### config.mk
export PLATFORM = sky130hd
export DESIGN_NAME = seg7_scan_ctrl
export DESIGN_NICKNAME = d
export VERILOG_FILES = /design/src/rtl/seg7_pkg.sv /design/src/rtl/seg7_hex_decode.sv /design/src/rtl/seg7_scan_ctrl.sv
export SDC_FILE = /design/constraint.sdc
export NUM_CORES = 1
export LEC_CHECK = 0
export ABC_CLOCK_PERIOD_IN_PS = 3600
export CAP_MARGIN = 20
export CORE_UTILIZATION = 40
export CTS_CLUSTER_DIAMETER = 60
export CTS_CLUSTER_SIZE = 24
export DETAILED_ROUTE_END_ITERATION = 7
export GPL_TIMING_DRIVEN = 0
export HOLD_SLACK_MARGIN = 0.12
export PLACE_DENSITY = 0.58
export SYNTH_ARGS = -nofsm -noshare
export SYNTH_HDL_FRONTEND = slang
export SYNTH_HIERARCHICAL = 1
export SYNTH_SLANG_ARGS = --single-unit
### constraint.sdc
create_clock -name clk -period 3.6 [get_ports clk]
set_input_delay 0.9 -clock clk [delete_from_list [all_inputs] [get_ports clk]]
set_output_delay 0.9 -clock clk [all_outputs]
set_load 0.01 [all_outputs]
### src/rtl/seg7_pkg.sv
// seg7_pkg: shared segment table, bit positions and elaboration helpers for the 7-segment scanner
//   HEX_SEG : active-high g..a pattern per hex nibble
//   SEG_DP  : bit index of the decimal point in the 8-bit segment word
//   clog2/max : constant-width helpers used for parameter-derived widths
package seg7_pkg;
  localparam int SEG_DP = 7;
  localparam logic [6:0] HEX_SEG [16] = '{
    7'h3F, 7'h06, 7'h5B, 7'h4F, 7'h66, 7'h6D, 7'h7D, 7'h07,
    7'h7F, 7'h6F, 7'h77, 7'h7C, 7'h39, 7'h5E, 7'h79, 7'h71
  };
  function automatic int clog2(input int v);
    int r;
    r = 0;
    while ((1 << r) < v) r++;
    return r;
  endfunction
  function automatic int max(input int a, input int b);
    return (a > b) ? a : b;
  endfunction
endpackage

### src/rtl/seg7_hex_decode.sv
// seg7_hex_decode: nibble plus decimal point to active-high 8-bit segment pattern
//   i_nib : hex digit value
//   i_dp  : decimal point on
//   o_pat : {dp, g..a}, 1 = segment lit
module seg7_hex_decode
  import seg7_pkg::*;
(
  input  logic [3:0] i_nib,
  input  logic       i_dp,
  output logic [7:0] o_pat
);
  always_comb begin
    o_pat         = '0;
    o_pat[6:0]    = HEX_SEG[i_nib];
    o_pat[SEG_DP] = i_dp;
  end
endmodule

### src/rtl/seg7_scan_ctrl.sv
// seg7_scan_ctrl: multiplexed 7-segment scanner with load, dp, blank, blink, leading-zero suppression and PWM
//   clk, reset          : clock, asynchronous active-high reset
//   i_data/i_dp/i_blank/i_blink : per-digit content, latched when i_load=1
//   i_lz_en, i_bright   : live leading-zero enable and brightness 0..15
//   o_seg, o_sel        : registered segment and digit-select outputs, polarity per parameters
//   o_frame             : one-cycle pulse after the scan wraps to digit 0
module seg7_scan_ctrl
  import seg7_pkg::*;
#(
  parameter int NUM_DIGITS     = 8,
  parameter int SCAN_DIV       = 10000,
  parameter int BLINK_DIV      = 25,
  parameter int SEG_ACTIVE_LOW = 1,
  parameter int SEL_ACTIVE_LOW = 1
) (
  input  logic                    clk,
  input  logic                    reset,
  input  logic [4*NUM_DIGITS-1:0] i_data,
  input  logic                    i_load,
  input  logic [NUM_DIGITS-1:0]   i_dp,
  input  logic [NUM_DIGITS-1:0]   i_blank,
  input  logic [NUM_DIGITS-1:0]   i_blink,
  input  logic                    i_lz_en,
  input  logic [3:0]              i_bright,
  output logic [7:0]              o_seg,
  output logic [NUM_DIGITS-1:0]   o_sel,
  output logic                    o_frame
);
  localparam int AW = max(1, clog2(NUM_DIGITS));
  localparam int CW = clog2(SCAN_DIV);
  localparam int FW = max(1, clog2(BLINK_DIV));
  // XOR with the "off" word applies polarity: all-ones inverts for active-low
  localparam logic [NUM_DIGITS-1:0] SEL_OFF = (SEL_ACTIVE_LOW != 0) ? {NUM_DIGITS{1'b1}} : '0;
  localparam logic [7:0]            SEG_OFF = (SEG_ACTIVE_LOW != 0) ? 8'hFF : 8'h00;
  logic [CW-1:0]           r_cnt;
  logic [AW-1:0]           r_addr;
  logic [FW-1:0]           r_frame_cnt;
  logic                    r_blink_ph;
  logic [4*NUM_DIGITS-1:0] r_data;
  logic [NUM_DIGITS-1:0]   r_dp, r_blank, r_blink, r_sel;
  logic [7:0]              r_seg;
  logic                    r_frame;
  logic                    w_tick, w_wrap, w_flast, w_upper_zero, w_vis, w_gate;
  logic [31:0]             w_lim;
  logic [3:0]              w_nib;
  logic [7:0]              w_pat, w_seg;
  logic [NUM_DIGITS-1:0]   w_sel;
  assign w_tick  = r_cnt == CW'(SCAN_DIV - 1);
  assign w_wrap  = w_tick && (r_addr == AW'(NUM_DIGITS - 1));
  assign w_flast = r_frame_cnt == FW'(BLINK_DIV - 1);
  assign w_nib   = r_data[{r_addr, 2'b00} +: 4];
  seg7_hex_decode u_dec (
    .i_nib (w_nib),
    .i_dp  (r_dp[r_addr]),
    .o_pat (w_pat)
  );
  // current digit and everything above it zero -> candidate for suppression
  always_comb begin
    w_upper_zero = 1'b1;
    for (int k = 0; k < NUM_DIGITS; k++)
      if (k >= int'(r_addr) && r_data[4*k +: 4] != 4'h0) w_upper_zero = 1'b0;
  end
  assign w_vis  = !r_blank[r_addr] && !(r_blink_ph && r_blink[r_addr]) &&
                  !(i_lz_en && r_addr != '0 && w_upper_zero);
  assign w_lim  = ((32'(i_bright) + 32'd1) * 32'(SCAN_DIV)) >> 4;
  assign w_gate = 32'(r_cnt) < w_lim;
  assign w_sel  = w_gate ? (NUM_DIGITS'(1) << r_addr) : '0;
  assign w_seg  = (w_gate && w_vis) ? w_pat : 8'h00;
  always_ff @(posedge clk or posedge reset) begin
    if (reset) begin
      r_cnt       <= '0;
      r_addr      <= '0;
      r_frame_cnt <= '0;
      r_blink_ph  <= 1'b0;
      r_data      <= '0;
      r_dp        <= '0;
      r_blank     <= '0;
      r_blink     <= '0;
      r_frame     <= 1'b0;
      r_sel       <= SEL_OFF;
      r_seg       <= SEG_OFF;
    end else begin
      r_cnt <= w_tick ? '0 : r_cnt + CW'(1);
      if (w_tick) r_addr <= w_wrap ? '0 : r_addr + AW'(1);
      if (w_wrap) begin
        r_frame_cnt <= w_flast ? '0 : r_frame_cnt + FW'(1);
        if (w_flast) r_blink_ph <= ~r_blink_ph;
      end
      if (i_load) begin
        r_data  <= i_data;
        r_dp    <= i_dp;
        r_blank <= i_blank;
        r_blink <= i_blink;
      end
      r_frame <= w_wrap;
      r_sel   <= w_sel ^ SEL_OFF;
      r_seg   <= w_seg ^ SEG_OFF;
    end
  end
  assign o_seg   = r_seg;
  assign o_sel   = r_sel;
  assign o_frame = r_frame;
endmodule

==> flow_summary.ini <==
[status]
status = finished with violations
violations = setup timing

[timing]
rsz0062_at_grt = yes
max_freq_mhz = 218
slew_headroom_pct = 55.8
tightest_slew_ns = 0.663
worst_slack_ns = -0.986
finalCriticalPeriod_ns = 4.59
setup_tns_ns = -15.32
holdWs_ns = 0.506
finalSetupViolations = 16
slew_viol_final = 0
timing.final.crit_share_pct = 127
finalHoldViolations = 0
fin_skew_ns = 0.00246

[yosys]
synth_fp_nets = 589
ys_warn_count = 6
yosysTopAreaCell = dfrtp_1
synth_cells = 468
syn-cell-area_sq_um = 5540
synth_seq_area_share_pct = 43.7
ys_seq_elements = 96
synth_edf_count = 0
synth_cell_types = 56
yosysTopAreaCellShare_pct = 36.1
synth_area_leaders = dfrtp_1 36%, ha_1 12%, mux2_2 12%
async_flop_share_pct = 100
syn_area_per_cell_sq_um = 11.8
synth_ff_type = dfrtp_1

[finish]
stdcell_area_sq_um = 7290
diodes = 0
seqCellArea_sq_um = 2420
final_common_cell = dfrtp_1
area_delta_synth_final_pct = 31.5
drive_above_1_share_pct = 29.7
multi_input_area_sq_um = 3230
nets = 692
final_cell_mix = 80 x dfrtp_1, 75 x clkdlybuf4s50_1, 58 x mux2_2, 43 x ha_1, 30 x nand2_1
n_fill_cell = 1182

[global_routing]
grt_pass1_wl_microns = 20900
antenna_found_initial = 0
grt_max_degree = 53
track_usage_pct = 18.9
grt_pass1_vias = 4185
grt_overflow = 0

[placement]
dp.final_hpwl_microns = 9480
port_buffers = 79
gp_congestion = 0.784
dpl-instance-area_sq_um = 6750

[floorplanning]
die_w_microns = 120
die_h_microns = 120
rows = 42
io_pins = 81
die_area_sq_um = 14300
core_area_sq_um = 13400
floorplan.initialDensity_pct = 41.4

[clock_tree]
cts_tree = done
cts_sinks = 96
clockBufferDepth = 2
clock-root-buffer = clkbuf_16
hold_buffers = 0
clk_latency_ns = 0.34
h-tree-depth = 3
cts_buffers = 9
clk_pin_slew_worst_paths_ns = 0.06

[routing]
ant_nets = 0
avgViaCountPerCell = 5.27
remaining_drc_errors = 0
wl_per_cell_microns = 16.7
routed-via-count = 3960
totalWireLength_microns = 12600
dr.pass1.iters = 6
first_iter_violations = 134

[worst_setup_path]
regToRegSetupSlack_ns = 0.42
path_max_fanout = 5
crit_arrival_ns = 4.82
r2r_start = r_addr[1]
cp.required_ns = 3.84
r2r-end = o_seg[3]
crit_type = in -> reg
critPathLaunchType = input port
end_kind = flip-flop
reg2regPathDepth = 10

[flow_run]
maxCapViolCount = 0

[pwr]
p_per_area_nw_per_um2 = 399
p_leak_nw = 3.09
vdd.ir_drop.worst_v = 0.000246

[min_path]
hp-class = reg -> reg
min_to = r_blank[0]
min_from = r_blank[0]
whs_path_depth = 1
-- layer usage --
| layer | vias to the layer above | wire length, microns | global-route usage, % |
|---|---|---|---|
| li1 | 1898 | - | - |
| met3 | 15 | 435 | 4.37 |
| met5 | - | 0 | 0 |
| met4 | 0 | 155 | 5.08 |
| met2 | 69 | 6050 | 30.9 |
| met1 | 1978 | 5910 | 25.1 |
-- kinds of logic after synthesis --
group                    Yosys count  synth area share [%]
flip-flops                        96                  43.7
AND/OR/NAND/NOR                  116                  11.0
buffers and inverters             45                  3.34
AO/OA/AOI/OAI                     54                  6.21
XOR/XNOR                          23                  3.63
multiplexers                      77                  18.8
adder cells (fa/ha/maj)           57                  13.4
-- worst max-delay path, cell delays in order --
cell,delay (ns)
buf_12,0.11
ha_4,0.18
xor2_4,0.16
fa_1,0.55
ha_4,0.14
inv_2,0.03
fa_1,0.48
inv_2,0.04
ha_4,0.23
a2111oi_4,0.31
nor3_2,0.09
xnor2_2,0.15
ha_1,0.33
a21o_1,0.18
a221oi_2,0.26
o21ai_1,0.12
o22ai_2,0.26
clkbuf_8,0.21
nand3_1,0.08
-- registers in the layout (all words and copies together) (netlist names) --
name,flops
r_data,32
o_seg,8
r_blink_ph,1
r_addr,3
r_blank,8
o_frame,1
o_sel,8
r_dp,8
r_cnt,14
r_blink,8
r_frame_cnt,5
-- stage by stage --
step                instances  util [%]  worst slack, ns  power [mW]
finish                    752      54.4           -0.986        2.91
global route              752      54.4            -1.13        3.07
CTS                       752      53.8            -1.04        2.92
detailed placement        724      50.3            -2.44        1.88
global placement          723      50.1            -2.34        1.85
floorplan                 468         -            -1.04        1.66
-- final cells by class --
cell class	instances	share of cell area, %
multi-input cells	327	44.3
flip-flops and latches	96	33.2
repair buffers	92	12.7
clock buffers	13	3.57
well taps	176	3.02
inverters	27	1.42
plain buffers	18	1.29
clock inverters	3	0.549
-- timing repair --
| item | in CTS | in global routing |
|---|---|---|
| setup endpoints to repair | 16 | 16 |
| cloned | 1 | 0 |
| pin swaps | 10 | 5 |
| resized for setup | 38 | 17 |
| hold endpoints to repair | 0 | 0 |
| buffers inserted | 11 | 0 |
-- report_power, final --
group / leakage, nW / switching (mW) / internal, mW
clock network: 0.150 / 0.387 / 0.574
registers: 1.14 / 0.0498 / 1.17
logic: 1.80 / 0.329 / 0.405
total: 3.09 / 0.765 / 2.15
-- cell usage after synthesis, types with 12 or more instances --
master and n:
nand4_1 12, inv_1 27, xor2_1 14, dfstp_2 16, clkbuf_1 12, o21ai_0 13, dfrtp_1 80, mux2_2 58
nand3_1 18, mux4_2 14, ha_1 53, nor2_1 18, a21oi_1 14, nand2_1 32
-- how the worst max path moves through the flow --
stage                to        start
3_3_place_gp   o_sel[5]  i_bright[0]
2_1_floorplan  o_seg[5]  i_bright[1]
4_1_cts        o_sel[2]  i_bright[0]
6_report       o_sel[1]  i_bright[0]
5_1_grt        o_seg[5]  i_bright[0]
3_5_place_dp   o_sel[5]  i_bright[0]
Note: power is estimated with default switching activity, not from simulation.
